==> config.mk <==
export PLATFORM = sky130hd
export DESIGN_NAME = cache_merge3_sync
export DESIGN_NICKNAME = d
export VERILOG_FILES = /design/src/rtl/cache_ctrl_pkg.sv /design/src/rtl/cache_rr_arb3.sv /design/src/rtl/cache_merge3_sync.sv
export SDC_FILE = /design/constraint.sdc
export NUM_CORES = 1
export LEC_CHECK = 0
export CAP_MARGIN = 20
export CELL_PAD_IN_SITES_DETAIL_PLACEMENT = 0
export CELL_PAD_IN_SITES_GLOBAL_PLACEMENT = 1
export CORE_MARGIN = 10
export CORE_UTILIZATION = 25
export DETAILED_ROUTE_END_ITERATION = 16
export DONT_BUFFER_PORTS = 1
export PLACE_DENSITY_LB_ADDON = 0.1
export SLEW_MARGIN = 10
export SYNTH_ARGS = -nofsm -noshare
export SYNTH_HDL_FRONTEND = slang
export SYNTH_SLANG_ARGS = --single-unit
==> constraint.sdc <==
create_clock -name clk -period 3.39 [get_ports clk]
set_input_delay 0.1695 -clock clk [delete_from_list [all_inputs] [get_ports clk]]
set_output_delay 0.1695 -clock clk [all_outputs]
set_load 0.02 [all_outputs]
==> src/rtl/cache_ctrl_pkg.sv <==
// Shared constants, types and helpers for the cache replacement control path.
package cache_ctrl_pkg;

    localparam int unsigned NUM_WAYS = 3;
    localparam int unsigned DEPTH    = 2;
    localparam int unsigned SRC_W    = 2;

    typedef logic [SRC_W-1:0] src_idx_t;

    // Next round-robin start position: (idx + 1) mod 3.
    function automatic src_idx_t rr_next(input src_idx_t idx);
        return (idx >= SRC_W'(NUM_WAYS - 1)) ? '0 : idx + SRC_W'(1);
    endfunction

    // (base + off) mod 3 for small operands.
    function automatic src_idx_t rr_offset(input src_idx_t base, input src_idx_t off);
        logic [2:0] sum;
        sum = 3'(base) + 3'(off);
        if (sum >= 3'(NUM_WAYS)) begin
            sum = sum - 3'(NUM_WAYS);
        end
        return SRC_W'(sum);
    endfunction

endpackage

==> src/rtl/cache_rr_arb3.sv <==
// Combinational 3-way round-robin arbiter: one-hot grant to the first requester at or after ptr.
module cache_rr_arb3
    import cache_ctrl_pkg::*;
(
    input  logic [NUM_WAYS-1:0] req,
    input  src_idx_t            ptr,
    output logic [NUM_WAYS-1:0] grant
);

    logic     found;
    src_idx_t idx;

    always_comb begin
        grant = '0;
        found = 1'b0;
        idx   = '0;
        for (int i = 0; i < NUM_WAYS; i++) begin
            idx = rr_offset(ptr, SRC_W'(i));
            if (!found && req[idx]) begin
                grant[idx] = 1'b1;
                found      = 1'b1;
            end
        end
    end

endmodule

==> src/rtl/cache_merge3_sync.sv <==
// 3-to-1 round-robin merge into a 2-entry FIFO; each head entry carries its source index.
module cache_merge3_sync
    import cache_ctrl_pkg::*;
#(
    parameter int unsigned DATA_W = 32
) (
    input  logic              clk,
    input  logic              rst,
    input  logic              i_drive0,
    input  logic              i_drive1,
    input  logic              i_drive2,
    input  logic [DATA_W-1:0] i_data0,
    input  logic [DATA_W-1:0] i_data1,
    input  logic [DATA_W-1:0] i_data2,
    output logic              o_free0,
    output logic              o_free1,
    output logic              o_free2,
    output logic              o_driveNext,
    output logic [DATA_W-1:0] o_dataNext,
    output logic [1:0]        o_srcNext,
    input  logic              i_freeNext,
    output logic              o_fire,
    output logic [1:0]        o_count
);

    logic [NUM_WAYS-1:0] req;
    logic [NUM_WAYS-1:0] grant;
    logic [NUM_WAYS-1:0] free;
    logic [DATA_W-1:0]   in_data [NUM_WAYS];
    src_idx_t            rr_ptr;
    src_idx_t            grant_idx;
    logic                full;
    logic                push;
    logic                pop;

    logic [DATA_W-1:0]   mem_data [DEPTH];
    src_idx_t            mem_src  [DEPTH];
    logic                wr_ptr;
    logic                rd_ptr;
    logic [1:0]          count;

    assign req        = {i_drive2, i_drive1, i_drive0};
    assign in_data[0] = i_data0;
    assign in_data[1] = i_data1;
    assign in_data[2] = i_data2;

    cache_rr_arb3 u_arb (
        .req   (req),
        .ptr   (rr_ptr),
        .grant (grant)
    );

    // Full is judged on registered occupancy only; a same-cycle pop does not reopen the input.
    assign full = (count == 2'(DEPTH));
    assign free = (rst && !full) ? grant : '0;
    assign {o_free2, o_free1, o_free0} = free;
    assign push   = |(req & free);
    assign o_fire = push;

    always_comb begin
        grant_idx = '0;
        for (int i = 0; i < NUM_WAYS; i++) begin
            if (grant[i]) begin
                grant_idx = SRC_W'(i);
            end
        end
    end

    // Head outputs are forced to zero while empty or in reset.
    assign o_driveNext = rst && (count != 2'd0);
    assign pop         = o_driveNext && i_freeNext;
    assign o_dataNext  = o_driveNext ? mem_data[rd_ptr] : '0;
    assign o_srcNext   = o_driveNext ? mem_src[rd_ptr] : '0;
    assign o_count     = rst ? count : 2'd0;

    always_ff @(posedge clk) begin
        if (!rst) begin
            count  <= 2'd0;
            rr_ptr <= '0;
            wr_ptr <= 1'b0;
            rd_ptr <= 1'b0;
            for (int i = 0; i < DEPTH; i++) begin
                mem_data[i] <= '0;
                mem_src[i]  <= '0;
            end
        end else begin
            if (push) begin
                mem_data[wr_ptr] <= in_data[grant_idx];
                mem_src[wr_ptr]  <= grant_idx;
                wr_ptr           <= ~wr_ptr;
                rr_ptr           <= rr_next(grant_idx);
            end
            if (pop) begin
                rd_ptr <= ~rd_ptr;
            end
            case ({push, pop})
                2'b10:   count <= count + 2'd1;
                2'b01:   count <= count - 2'd1;
                default: count <= count;
            endcase
        end
    end

endmodule

Yosys cells after proc, flatten, opt, wreduce, memory -nomap -nowiden
Memories as Yosys holds them, arrays and structs flattened. A register that Yosys moved wholly into a read port is not among the register bits.
Cells that the tools add are included.
{ "op_classes": {"addsub": 8, "n_eq_ne": 3, "n_bitwise": 6, "reduce_logical": 16, "order_cmp": 11, "n_mux": 45} }
{ "op_table": {"columns": ["operator", "count"], "rows": [
  ["2-to-1 mux 32 bit", 4],
  ["binary-select mux 32 bit (select 2 bit)", 1],
  ["OR reduction 32 bit", 1],
  ["2-to-1 mux 1 bit", 21],
  ["2-to-1 mux 2 bit", 8],
  ["2-to-1 mux 3 bit", 4],
  ["< comparator 2 x 3 -> 1 bit (second input constant)", 3],
  ["logical AND 1 bit", 8],
  ["binary-select mux 1 bit (select 2 bit)", 3],
  ["demux 1 bit (select 2 bit)", 3],
  ["greater-or-equal comparator 2 x 1 -> 1 bit (second input constant)", 3],
  ["greater-or-equal comparator 3 x 2 -> 1 bit (second input constant)", 2],
  ["OR 3 bit", 2],
  ["subtractor 2 bit (second input constant)", 3],
  ["adder 2 x 1 -> 2 bit (second input constant)", 2],
  ["== test 2 bit (second input constant)", 2],
  ["greater-or-equal comparator 2 bit (second input constant)", 2],
  ["case mux 2 bit (2 select lines)", 1],
  ["nonzero test 2 bit", 2],
  ["adder 2 x 1 -> 3 bit (second input constant)", 1],
  ["adder 2 x 2 -> 3 bit (second input constant)", 1],
  ["AND 3 bit", 1],
  ["greater-or-equal comparator 3 bit (second input constant)", 1],
  ["logical NOT 1 bit", 3],
  ["other kinds (6)", 7]
]} }
{ "totals": {"in_bits": 102, "output_inout_bits": 41, "ram_bits": 68, "n_memories": 2, "wordCells": 95, "ff_bits": 6} }
{ "mem_list": {"columns": ["name", "words", "word_bits", "rd", "rd_ports_with_merged_regs", "wr", "line", "text"], "rows": [
  ["mem_data", 2, 32, 1, 1, 2, "cache_merge3_sync.sv:36", "logic [DATA_W-1:0] mem_data [DEPTH];"],
  ["mem_src", 2, 2, 1, 1, 2, "cache_merge3_sync.sv:37", "src_idx_t mem_src [DEPTH];"]
]} }

Longest topological paths before layout
Gate-level depths: netlist (run 1).
{ "depth": {"depth_word": 19, "ltp_mapped": 14} }

Modules after synthesis
Synthesis (run 1) repeated with hierarchy kept, for this count alone.
{ "unflattened": {"hier_cells": 375, "area_unflattened_um2": 4255.3} }
{ "by_module_without_submodules": {"columns": ["mod", "cells_each", "seq_area_each_um2", "area_per_inst_um2", "instances"], "rows": [
  ["cache_merge3_sync", 341, 2182.1, 3995.1, 1],
  ["cache_rr_arb3", 34, 0.0, 260.2, 1]
]} }

Worst setup path after synthesis (run 1)
OpenSTA, ideal clock, no wires.
{ "synth_timing": {"path_kind": "register to register", "from": "register rr_ptr[1]", "to": "memory mem_data[0][0] (enable)", "setup_time_ns": 0.392, "required_time_ns": 2.998, "t_arrival_ns": 2.980, "period_less_slack_ns": 3.372, "path_slack_ns": 0.018, "path_stages_with_launch": 12, "path_cell_list": "dfxtp_1 -> inv_1 -> ha_1 -> buf_4 -> mux2i_1 -> o21ai_0 -> a221oi_2 -> nor3_1 -> a21o_4 -> o21bai_4 -> buf_6 -> nand2_1"} }
{ "synth_lines": {"columns": ["item", "line", "text"], "rows": [
  ["start: declaration", "cache_merge3_sync.sv:30", "src_idx_t rr_ptr;"],
  ["start signal: assignment", "cache_merge3_sync.sv:91", "rr_ptr <= rr_next(grant_idx);"],
  ["end: declaration", "cache_merge3_sync.sv:36", null]
]} }

Worst setup path in the final report (run 1)
{ "layout_timing": {"from": "register rr_ptr[0]", "to": "register count[1]"} }
{ "layout_via": {"elab_chain_cells": 16, "word_cells_on_any_way": 50} }
{ "layout_rtl": {"columns": ["item", "line", "text"], "rows": [
  ["adder 2 x 1 -> 3 bit (tied with other cells)", "cache_ctrl_pkg.sv:18", "sum = 3'(base) + 3'(off);"],
  ["greater-or-equal comparator 3 x 2 -> 1 bit (tied with other cells)", "cache_ctrl_pkg.sv:19", "if (sum >= 3'(NUM_WAYS)) begin"],
  ["2-to-1 mux 2 bit (tied with other cells)", "cache_ctrl_pkg.sv:19", null],
  ["< comparator 2 x 3 -> 1 bit (implied by the code) (tied with other cells)", "cache_rr_arb3.sv:20", "grant[idx] = 1'b1;"],
  ["logical AND 1 bit (implied by the code) (tied with other cells)", "cache_rr_arb3.sv:20", null],
  ["2-to-1 mux 1 bit (implied by the code) (tied with other cells)", "cache_rr_arb3.sv:20", null],
  ["demux 1 bit (select 2 bit) (tied with other cells)", null, null],
  ["OR 3 bit (no source line) or 2-to-1 mux 1 bit (tied branches)", null, null],
  ["2-to-1 mux 3 bit or logical NOT 1 bit (tied branches)", "cache_rr_arb3.sv:19", "if (!found && req[idx]) begin"],
  ["OR 3 bit (no source line) or logical AND 1 bit (tied branches)", null, null],
  ["2-to-1 mux 3 bit *", "cache_rr_arb3.sv:19", null],
  ["2-to-1 mux 3 bit *", "cache_merge3_sync.sv:55", "assign free = (rst && !full) ? grant : '0;"],
  ["AND 3 bit *", "cache_merge3_sync.sv:57", "assign push = |(req & free);"],
  ["OR reduction 3 bit *", "cache_merge3_sync.sv:57", null],
  ["== test 2 x 1 -> 1 bit or == test 2 bit (tied branches)", "cache_merge3_sync.sv:96", "case ({push, pop})"],
  ["case mux 2 bit (2 select lines) or nonzero test 2 bit (tied branches)", null, null],
  ["end signal: assignment", "cache_merge3_sync.sv:97", "2'b10: count <= count + 2'd1;"],
  ["end signal: assignment", "cache_merge3_sync.sv:98", "2'b01: count <= count - 2'd1;"],
  ["end signal: assignment", "cache_merge3_sync.sv:99", "default: count <= count;"],
  ["end: declaration", "cache_merge3_sync.sv:40", "logic [1:0] count;"]
]} }
Every way passes the cells marked *; elsewhere a longest branch is shown, timed or not. The select of a mux whose other input is x is not followed.
A chain may end at the register's enable or synchronous reset.

==> impl_metrics.py, run 1 <==
metrics = {
    "status": {
        "outcome": "complete, no violations",
    },
    "floorplanning": {
        "die_h_um": 151,
        "ioPinCount": 143,
        "core_mm2": 0.0168,
        "num_rows": 47,
        "initial_core_util_pct": 25.7,
        "dieArea_mm2": 0.0229,
        "dieWidth_um": 151,
    },
    "yosys": {
        "ys_seq_area_share_pct": 50.7,
        "synth_seq_cells": 75,
        "synth_top_area_share_pct": 47.4,
        "synth_edf_count": 68,
        "synthTopCellsByArea": "edfxtp_1, mux2i_1, mux2_2, nor2_1, dfxtp_1",
        "yosys.area.top_type": "edfxtp_1",
        "yosysWarningCount": 0,
        "synth_flop_cell": "edfxtp_1",
        "synthArstFlopShare_pct": 0,
        "avgSynthCellArea_um2": 11.5,
        "syn_inst": 375,
        "netlist_area_mm2": 0.00431,
        "ys_types": 44,
        "synth_nets": 482,
    },
    "flow_run": {
        "maxCapViolations": 0,
    },
    "detailed_routing": {
        "dr.pass1.iters": 4,
        "vias": 2796,
        "viasPerCell": 4.61,
        "wl_per_cell_um": 19.5,
        "ant_nets": 0,
        "drt_wl_total_mm": 11.9,
        "first_iter_violations": 113,
        "drc": 0,
    },
    "cells_and_area": {
        "fin_cells": 607,
        "multi_input_area_mm2": 0.00196,
        "num-nets-final": 489,
        "fillCellCount": 1743,
        "area_growth_pct": 14.0,
        "final_core_utilization_pct": 29.3,
        "regArea_mm2": 0.00218,
        "drive_above_1_share_pct": 21.4,
        "diodes": 0,
    },
    "clocking": {
        "ctsRootBufferMaster": "clkbuf_16",
        "hold_buffers": 1,
        "numClockSinks": 75,
        "clk_latency_ns": 0.34,
        "clk_path_buf_depth": 2,
        "clkTransAtPathRegs_ns": 0.06,
        "cts-buffers-inserted": 9,
        "cts_setup_buffers": 0,
        "cts_max_level": 3,
        "post_cts_resized": 0,
        "tritoncts": "built",
    },
    "grt": {
        "grt_pass1_wl_mm": 17.4,
        "grt_max_degree": 36,
        "grt_pass1_vias": 2925,
        "grt-ovfl-total": 0,
        "grt_util_all_layers_pct": 10.2,
        "antenna_found_initial": 0,
    },
    "place": {
        "hpwl_mm": 8.19,
        "numPlacedInstances": 589,
        "gp_congestion": 0.696,
        "port_buffers": 0,
    },
    "worst_setup_path": {
        "crit_chain": "inv_1, ha_1, nor4b_1, o21ai_1, a211oi_1, a21o_4, or2_1, inv_1, ha_1, or3_1, a21boi_0",
        "endpoint": "count[1]$_SDFFE_PN0P_",
        "cp-end-kind": "flop",
        "rr_startpoint": "rr_ptr[0]$_SDFFE_PN0N_",
        "slowest_stage": "nor4b_1",
        "required_ns": 3.65,
        "r2r_end": "count[1]$_SDFFE_PN0P_",
        "critPathMaxFanout": 8,
        "crit_path_start_kind": "flop",
        "worstPathArrival_ns": 3.30,
        "crit_start": "rr_ptr[0]$_SDFFE_PN0N_",
        "regToRegSetupSlack_ns": 0.35,
        "worstSetupPathType": "reg -> reg",
        "r2r_cells": 11,
        "critPathMaxStageDelay_ns": 0.48,
    },
    "power_and_ir_drop": {
        "p_sw_share_pct": 37.6,
        "leakage_nw": 1.65,
        "power.internal_mw": 2.66,
        "peakVddDrop_v": 0.000448,
        "p_seq_share_pct": 34.5,
        "p_clk_share_pct": 22.2,
        "power.switching_mw": 1.60,
        "p_per_area_mw_per_mm2": 868,
        "comb_power_share_pct": 43.3,
    },
    "sta": {
        "rsz0062_at_grt": "false",
        "fin_worst_skew_ns": 0.00500,
        "min_period_ns": 3.04,
        "worst_slew_pin_slew_ns": 0.961,
        "slew_headroom_pct": 35.9,
        "post-route-period-util_pct": 89.6,
        "tns_ns": 0,
        "fmax_mhz": 329,
        "final-hold-violation-count": 0,
        "hold_slack_ns": 0.0843,
        "setup_violations": 0,
        "maxSlewViolCount": 0,
    },
    "min_path": {
        "worstHoldPathType": "in -> reg",
    },
}
-- power by group through the flow --
| stage | logic, mW | registers [mW] | clock network, mW |
|---|---|---|---|
| finish | 1.84 | 1.47 | 0.944 |
| CTS | 1.89 | 1.48 | 0.976 |
| global route | 2.06 | 1.50 | 1.01 |
| detailed placement | 1.88 | 1.50 | 0 |
| global placement | 1.87 | 1.49 | 0 |
| floorplan | 1.49 | 1.45 | 0 |
-- worst max-delay path, delay by kind of cell (launching register included) --
kind	cells	cell delay (ns)
flops	1	0.38
compound gates	4	0.76
fa+ha+maj	2	0.70
buf+inv	2	0.12
simple gates	3	0.98
-- cells in the mapped netlist, types with 3 or more instances --
cell       n
nor2_1    95
edfxtp_1  68
mux2i_1   68
mux2_2    32
nand2_1    9
a21oi_1    8
buf_6      8
inv_1      8
dfxtp_1    7
nor2_2     6
clkbuf_1   5
ha_1       5
and2_1     4
nand3b_1   4
nor2b_1    4
o21ai_1    4
buf_1      3
buf_2      3
nor3_1     3
xnor2_1    3
-- state kept, by name, summed over array words and instances (netlist names), named ones only --
| register | count |
|---|---|
| mem_data | 64 |
| mem_src | 4 |
| count | 2 |
| rr_ptr | 2 |
| rd_ptr | 1 |
| wr_ptr | 1 |
-- worst min-delay path by stage --
stage | from | end | depth (start not counted)
2_1_floorplan | i_data2[10] | mem_data[0][10]$_SDFFCE_PN0P_ | 2
3_3_place_gp | rst | count[0]$_SDFFE_PN0P_ | 1
3_5_place_dp | rst | count[0]$_SDFFE_PN0P_ | 1
4_1_cts | i_data2[24] | mem_data[0][24]$_SDFFCE_PN0P_ | 2
5_1_grt | i_data2[11] | mem_data[1][11]$_SDFFCE_PN0P_ | 2
6_report | i_data2[24] | mem_data[0][24]$_SDFFCE_PN0P_ | 2
-- cell usage in the layout (no fill, tap or decap), types with 3 or more instances in the layout --
cell type  count
nor2_1        94
mux2i_1       68
edfxtp_1      68
mux2_2        32
buf_4         13
clkbuf_16      9
inv_1          8
a21oi_1        8
nand2_1        6
nor2_2         6
dfxtp_1        6
ha_1           5
nand3b_1       4
o21ai_1        4
and2_1         4
nand2_2        4
nor2b_1        4
nor3_1         3
xnor2_1        3
buf_12         3
-- per-layer routing --
metal | up-vias | GRT usage [%] | part of all wire, % | wire, µm
met1 | 1345 | 12.3 | 42 | 5030
met4 | 0 | 3.32 | 1.1 | 133
met5 | - | 0 | 0 | 0
met3 | 9 | 4.21 | 8.6 | 1020
met2 | 94 | 16.3 | 48 | 5680
li1 | 1348 | - | - | -
-- area by class of cell --
cell class,instances,share of cell area [%]
Timing Repair Buffer,17,3.42
Clock buffer,9,4.59
Clock inverter,7,1.38
Inverter,8,0.612
Sequential cell,75,44.5
Multi-Input combinational cell,271,39.9
Tap cell,220,5.61
-- through the flow --
stage	setup slack [ns]	total power, mW	instance area [µm²]
4_1_cts	0.195	4.34	4890
3_3_place_gp	0.273	3.35	4590
2_1_floorplan	0.0182	2.93	4310
3_5_place_dp	0.222	3.38	4590
5_1_grt	0.124	4.57	4910
6_report	0.352	4.26	4910
-- logic make-up after synthesis --
| logic type | count (synthesis) | synth area share [%] |
|---|---|---|
| and+or+nand+nor | 134 | 13.7 |
| muxes | 100 | 24.2 |
| DFF | 75 | 50.7 |
| AOI/OAI and AO/OA | 29 | 5.26 |
| buffers and inverters | 29 | 4.18 |
| adders and majority gates | 5 | 1.45 |
| xor gates and xnor gates | 3 | 0.610 |
(Power assumes the default switching activity.)
==> run 2: changes to the inputs <==
- CORE_UTILIZATION: 25 -> 35
- TNS_END_PERCENT: unset -> 100
==> run 2 against run 1 <==
- worst setup slack better by 0.030 ns
- hold slack gained 0.016 ns
- total power decreased by 0.20%
- clock power rose by 4.4%
- critical path type unchanged
- critical endpoint unchanged
- largest power group unchanged
- highest routed layer unchanged
==> impl_metrics.py, run 2 (same netlist as run 1, synthesis figures left out) <==
metrics = {
    "grt": {
        "antenna_found_initial": 0,
        "grt_max_degree": 36,
        "grt_util_all_layers_pct": 12.2,
        "grt-ovfl-total": 0,
        "grt_pass1_vias": 2942,
        "grt_pass1_wl_mm": 15.8,
    },
    "clocking": {
        "clk_latency_ns": 0.33,
        "cts-buffers-inserted": 9,
        "numClockSinks": 75,
        "cts_max_level": 3,
        "post_cts_resized": 0,
        "tritoncts": "built",
        "clk_path_buf_depth": 2,
        "clkTransAtPathRegs_ns": 0.06,
        "ctsRootBufferMaster": "clkbuf_16",
    },
    "floorplanning": {
        "dieWidth_um": 131,
        "num_rows": 40,
        "initial_core_util_pct": 35.9,
        "ioPinCount": 143,
        "core_mm2": 0.0120,
        "dieArea_mm2": 0.0171,
        "die_h_um": 131,
    },
    "flow_run": {
        "maxCapViolations": 0,
    },
    "cells_and_area": {
        "final_common_cell": "nor2_1",
        "top_register": "mem_data",
        "largest_register_ffs": 64,
        "num-nets-final": 485,
        "drive_above_1_share_pct": 20.2,
        "top_regs": "mem_data (64), mem_src (4)",
        "fin_cells": 529,
        "area_growth_pct": 11.5,
        "fin_area_mm2": 0.00480,
        "diodes": 0,
        "final_cell_mix": "nor2_1, mux2i_1, edfxtp_1",
    },
    "sta": {
        "fmax_mhz": 332,
        "slew_headroom_pct": 27.8,
        "maxSlewViolCount": 0,
        "post-route-period-util_pct": 88.8,
        "rsz0062_at_grt": "false",
        "layout_setup_ws_ns": 0.381,
        "min_period_ns": 3.01,
        "worst_slew_pin_slew_ns": 1.08,
        "tns_ns": 0,
        "final-hold-violation-count": 0,
        "hold_slack_ns": 0.101,
        "fin_worst_skew_ns": 0.00653,
        "setup_violations": 0,
    },
    "worst_setup_path": {
        "worstPathArrival_ns": 3.27,
        "worstSetupPathType": "reg -> reg",
        "cp-end-kind": "flop",
        "required_ns": 3.65,
        "rr_startpoint": "rr_ptr[0]$_SDFFE_PN0N_",
        "crit_start": "rr_ptr[0]$_SDFFE_PN0N_",
        "crit_path_start_kind": "flop",
        "critPathMaxFanout": 8,
    },
    "status": {
        "outcome": "complete, no violations",
    },
    "min_path": {
        "worstHoldPathType": "in -> reg",
        "hp-start": "i_data2[15]",
    },
    "detailed_routing": {
        "viasPerCell": 5.19,
        "dr.pass1.iters": 4,
        "ant_nets": 0,
        "vias": 2744,
        "wl_per_cell_um": 20.1,
        "drc": 0,
        "first_iter_violations": 112,
        "drt_wl_total_mm": 10.6,
    },
    "power_and_ir_drop": {
        "peakVddDrop_v": 0.000480,
        "p_per_area_mw_per_mm2": 885,
        "leakage_nw": 1.64,
    },
    "place": {
        "dp_slack_ns": 0.388,
        "port_buffers": 0,
        "numPlacedInstances": 513,
        "placed_area_mm2": 0.00448,
        "hpwl_mm": 7.35,
        "gp_congestion": 0.777,
    },
}
-- run 2: final timing paths --
| check | endpoint | slack (ns) | depth (start not counted) |
|---|---|---|---|
| max | count[1]$_SDFFE_PN0P_ | 0.38 | 11 |
| min | mem_data[0][15]$_SDFFCE_PN0P_ | 0.10 | 2 |
| max reg2reg | count[1]$_SDFFE_PN0P_ | 0.38 | 11 |
| min reg2reg | wr_ptr$_SDFFE_PN0N_ | 0.51 | 2 |
-- run 2: report_power, final --
| group | switching, mW | internal, mW |
|---|---|---|
| Combinational | 1.07 | 0.716 |
| Sequential | 0.113 | 1.36 |
| Clock | 0.351 | 0.635 |
| Total | 1.54 | 2.71 |
-- run 2: cell type report --
class,count,area [µm²]
fillers,1172,7210
flip-flops and latches,75,2180
repair buffers,13,138
well taps,147,184
multi-input cells,271,1960
clock inverters,6,81.3
clock buffers,9,225
inverters,8,30.0
-- run 2: worst max-delay path, cell delays in order, from the launching register on --
cell	delay, ns
dfxtp_1	0.37
inv_1	0.08
ha_1	0.40
nor4b_1	0.50
o21ai_1	0.10
a211oi_1	0.26
a21o_4	0.19
or2_1	0.13
inv_1	0.05
ha_1	0.30
or3_1	0.37
a21boi_0	0.16
-- run 2: per-layer routing --
layer | vias to the layer above | part of all wire [%] | GRT usage (%) | wire length, µm
met5 | - | 0 | 0 | 0
met4 | 0 | 1.1 | 4.32 | 113
met1 | 1310 | 43 | 14.3 | 4540
met3 | 8 | 8.4 | 4.96 | 889
li1 | 1339 | - | - | -
met2 | 87 | 48 | 19.7 | 5070
-- run 2: per-stage QoR --
step,power (mW),utilization (%)
finish,4.25,40.0
global placement,3.30,37.3
CTS,4.33,40.0
floorplan,2.93,-
detailed placement,3.34,37.3
global route,4.55,40.0
-- run 2: timing repair --
item                                   in CTS  in global routing
buffers inserted                            0                  0
endpoints found under the hold margin       5                  0
hold buffers                                1                  0
==> run 3: changes to the inputs <==
- CORE_UTILIZATION: 35 -> 38
==> run 3 against run 2 <==
- worst setup slack better by 0.00062 ns
- clock skew about the same
- sequential share of layout area is 0.52 points higher
- core utilization grew 3.3 points
- design area down 1.1%
- clock-buffer cell count up 2
- critical path depth is the same
- die area decreased by 6.7%
- final cell count shrank 0.76%
==> impl_metrics.py, run 3 (same netlist as run 1, synthesis figures left out) <==
metrics = {
    "worst_setup_path": {
        "critPathMaxStageDelay_ns": 0.51,
        "slowest_stage": "nor4b_1",
        "r2r_end": "count[1]$_SDFFE_PN0P_",
        "worstSetupPathType": "reg -> reg",
        "cp-end-kind": "flop",
        "critPathMaxFanout": 8,
        "rr_startpoint": "rr_ptr[0]$_SDFFE_PN0N_",
        "regToRegSetupSlack_ns": 0.38,
        "r2r_cells": 11,
        "worstPathArrival_ns": 3.26,
        "crit_path_start_kind": "flop",
        "required_ns": 3.64,
        "crit_chain": "inv_1, ha_1, nor4b_1, o21ai_1, a211oi_1, a21o_4, or2_1, inv_1, ha_1, or3_1, a21boi_0",
    },
    "clocking": {
        "cts_max_level": 3,
        "clkTransAtPathRegs_ns": 0.06,
        "numClockSinks": 75,
        "clk_path_buf_depth": 2,
        "post_cts_resized": 0,
        "ctsRootBufferMaster": "clkbuf_16",
        "cts-buffers-inserted": 9,
        "clk_latency_ns": 0.33,
        "tritoncts": "built",
    },
    "detailed_routing": {
        "wl_per_cell_um": 19.8,
        "vias": 2728,
        "ant_nets": 0,
        "first_iter_violations": 123,
        "viasPerCell": 5.20,
        "drt_wl_total_mm": 10.4,
        "drc": 0,
        "dr.pass1.iters": 4,
    },
    "floorplanning": {
        "initial_core_util_pct": 39.2,
        "core_mm2": 0.0110,
        "dieWidth_um": 126,
        "ioPinCount": 143,
        "die_h_um": 126,
        "dieArea_mm2": 0.0160,
        "num_rows": 38,
    },
    "place": {
        "numPlacedInstances": 508,
        "gp_congestion": 0.754,
        "hpwl_mm": 7.38,
        "port_buffers": 0,
    },
    "min_path": {
        "hold_end": "mem_data[1][12]$_SDFFCE_PN0P_",
        "whs_path_depth": 2,
        "hp-start": "i_data2[12]",
        "worstHoldPathType": "in -> reg",
    },
    "sta": {
        "final-hold-violation-count": 0,
        "min_period_ns": 3.01,
        "tns_ns": 0,
        "fin_worst_skew_ns": 0.00607,
        "fmax_mhz": 332,
        "rsz0062_at_grt": "false",
        "slew_headroom_pct": 38.2,
        "worst_slew_pin_slew_ns": 0.925,
        "post-route-period-util_pct": 88.7,
        "maxSlewViolCount": 0,
        "setup_violations": 0,
        "hold_slack_ns": 0.0989,
    },
    "flow_run": {
        "maxCapViolations": 0,
    },
    "status": {
        "outcome": "complete, no violations",
    },
    "power_and_ir_drop": {
        "leakage_nw": 1.62,
        "peakVddDrop_v": 0.000490,
        "p_per_area_mw_per_mm2": 861,
    },
    "cells_and_area": {
        "area_growth_pct": 10.2,
        "largest_register_ffs": 64,
        "drive_above_1_share_pct": 20.8,
        "final_cell_mix": "nor2_1, mux2i_1, edfxtp_1",
        "fillCellCount": 1044,
        "top_register": "mem_data",
        "num-nets-final": 487,
        "fin_cells": 525,
        "regArea_mm2": 0.00218,
        "top_regs": "mem_data (64), mem_src (4)",
        "final_common_cell": "nor2_1",
        "multi_input_area_mm2": 0.00196,
        "diodes": 0,
    },
    "grt": {
        "grt_max_degree": 36,
        "grt_util_all_layers_pct": 12.8,
        "antenna_found_initial": 1,
        "grt-ovfl-total": 0,
        "grt_pass1_vias": 3032,
        "grt_pass1_wl_mm": 16.4,
    },
}
==> run 3: worst max path at each step <==
stage,start,depth (start not counted),to
detailed placement,rr_ptr[0]$_SDFFE_PN0N_,11,count[1]$_SDFFE_PN0P_
global route,rr_ptr[0]$_SDFFE_PN0N_,11,count[1]$_SDFFE_PN0P_
global placement,rr_ptr[0]$_SDFFE_PN0N_,11,count[1]$_SDFFE_PN0P_
finish,rr_ptr[0]$_SDFFE_PN0N_,11,count[1]$_SDFFE_PN0P_
floorplan,rr_ptr[1]$_SDFFE_PN0N_,11,mem_data[0][0]$_SDFFCE_PN0P_
CTS,rr_ptr[0]$_SDFFE_PN0N_,11,count[1]$_SDFFE_PN0P_
==> run 3: repair_timing <==
item,4_1_cts,5_1_grt
endpoints found under the hold margin,5,0
buffers inserted,0,0
hold buffers,1,0
==> run 3: stage by stage <==
stage	setup WS (ns)	cell area, µm²	total power, mW	util [%]
after global routing	0.0498	4750	4.40	43.2
final	0.382	4750	4.09	43.2
after detailed placement	0.410	4470	3.30	40.7
after global placement	0.508	4470	3.27	40.7
after CTS	0.392	4750	4.17	43.2
after floorplan	0.0182	4310	2.93	-
==> run 3: cell type report <==
class / instances / area share [%]
clock inverter: 5 / 0.817
timing repair buffer: 15 / 2.69
inverter: 8 / 0.633
tap: 140 / 3.69
sequential: 75 / 46.0
clock buffer: 11 / 4.90
multi-input combinational: 271 / 41.3
==> run 3: report_power, final <==
group / internal, mW / switching (mW) / total [mW]
registers: 1.36 / 0.0948 / 1.46
logic: 0.700 / 1.08 / 1.78
clock network: 0.499 / 0.352 / 0.851
==> run 3: per-layer routing <==
metal	global-route usage (%)	vias to the layer above	wire length, µm
li1	-	1339	-
met1	14.5	1284	4230
met2	21.4	92	5120
met3	6.08	11	962
met4	2.81	2	97
met5	0	-	13
==> run 3: critical path, delay by kind of cell, from the launching register on <==
family	cells	cell delay, ns
adders and majority gates	2	0.70
and+or+nand+nor	3	1.01
AOI/OAI and AO/OA	4	0.72
buffers and inverters	2	0.12
DFF	1	0.37
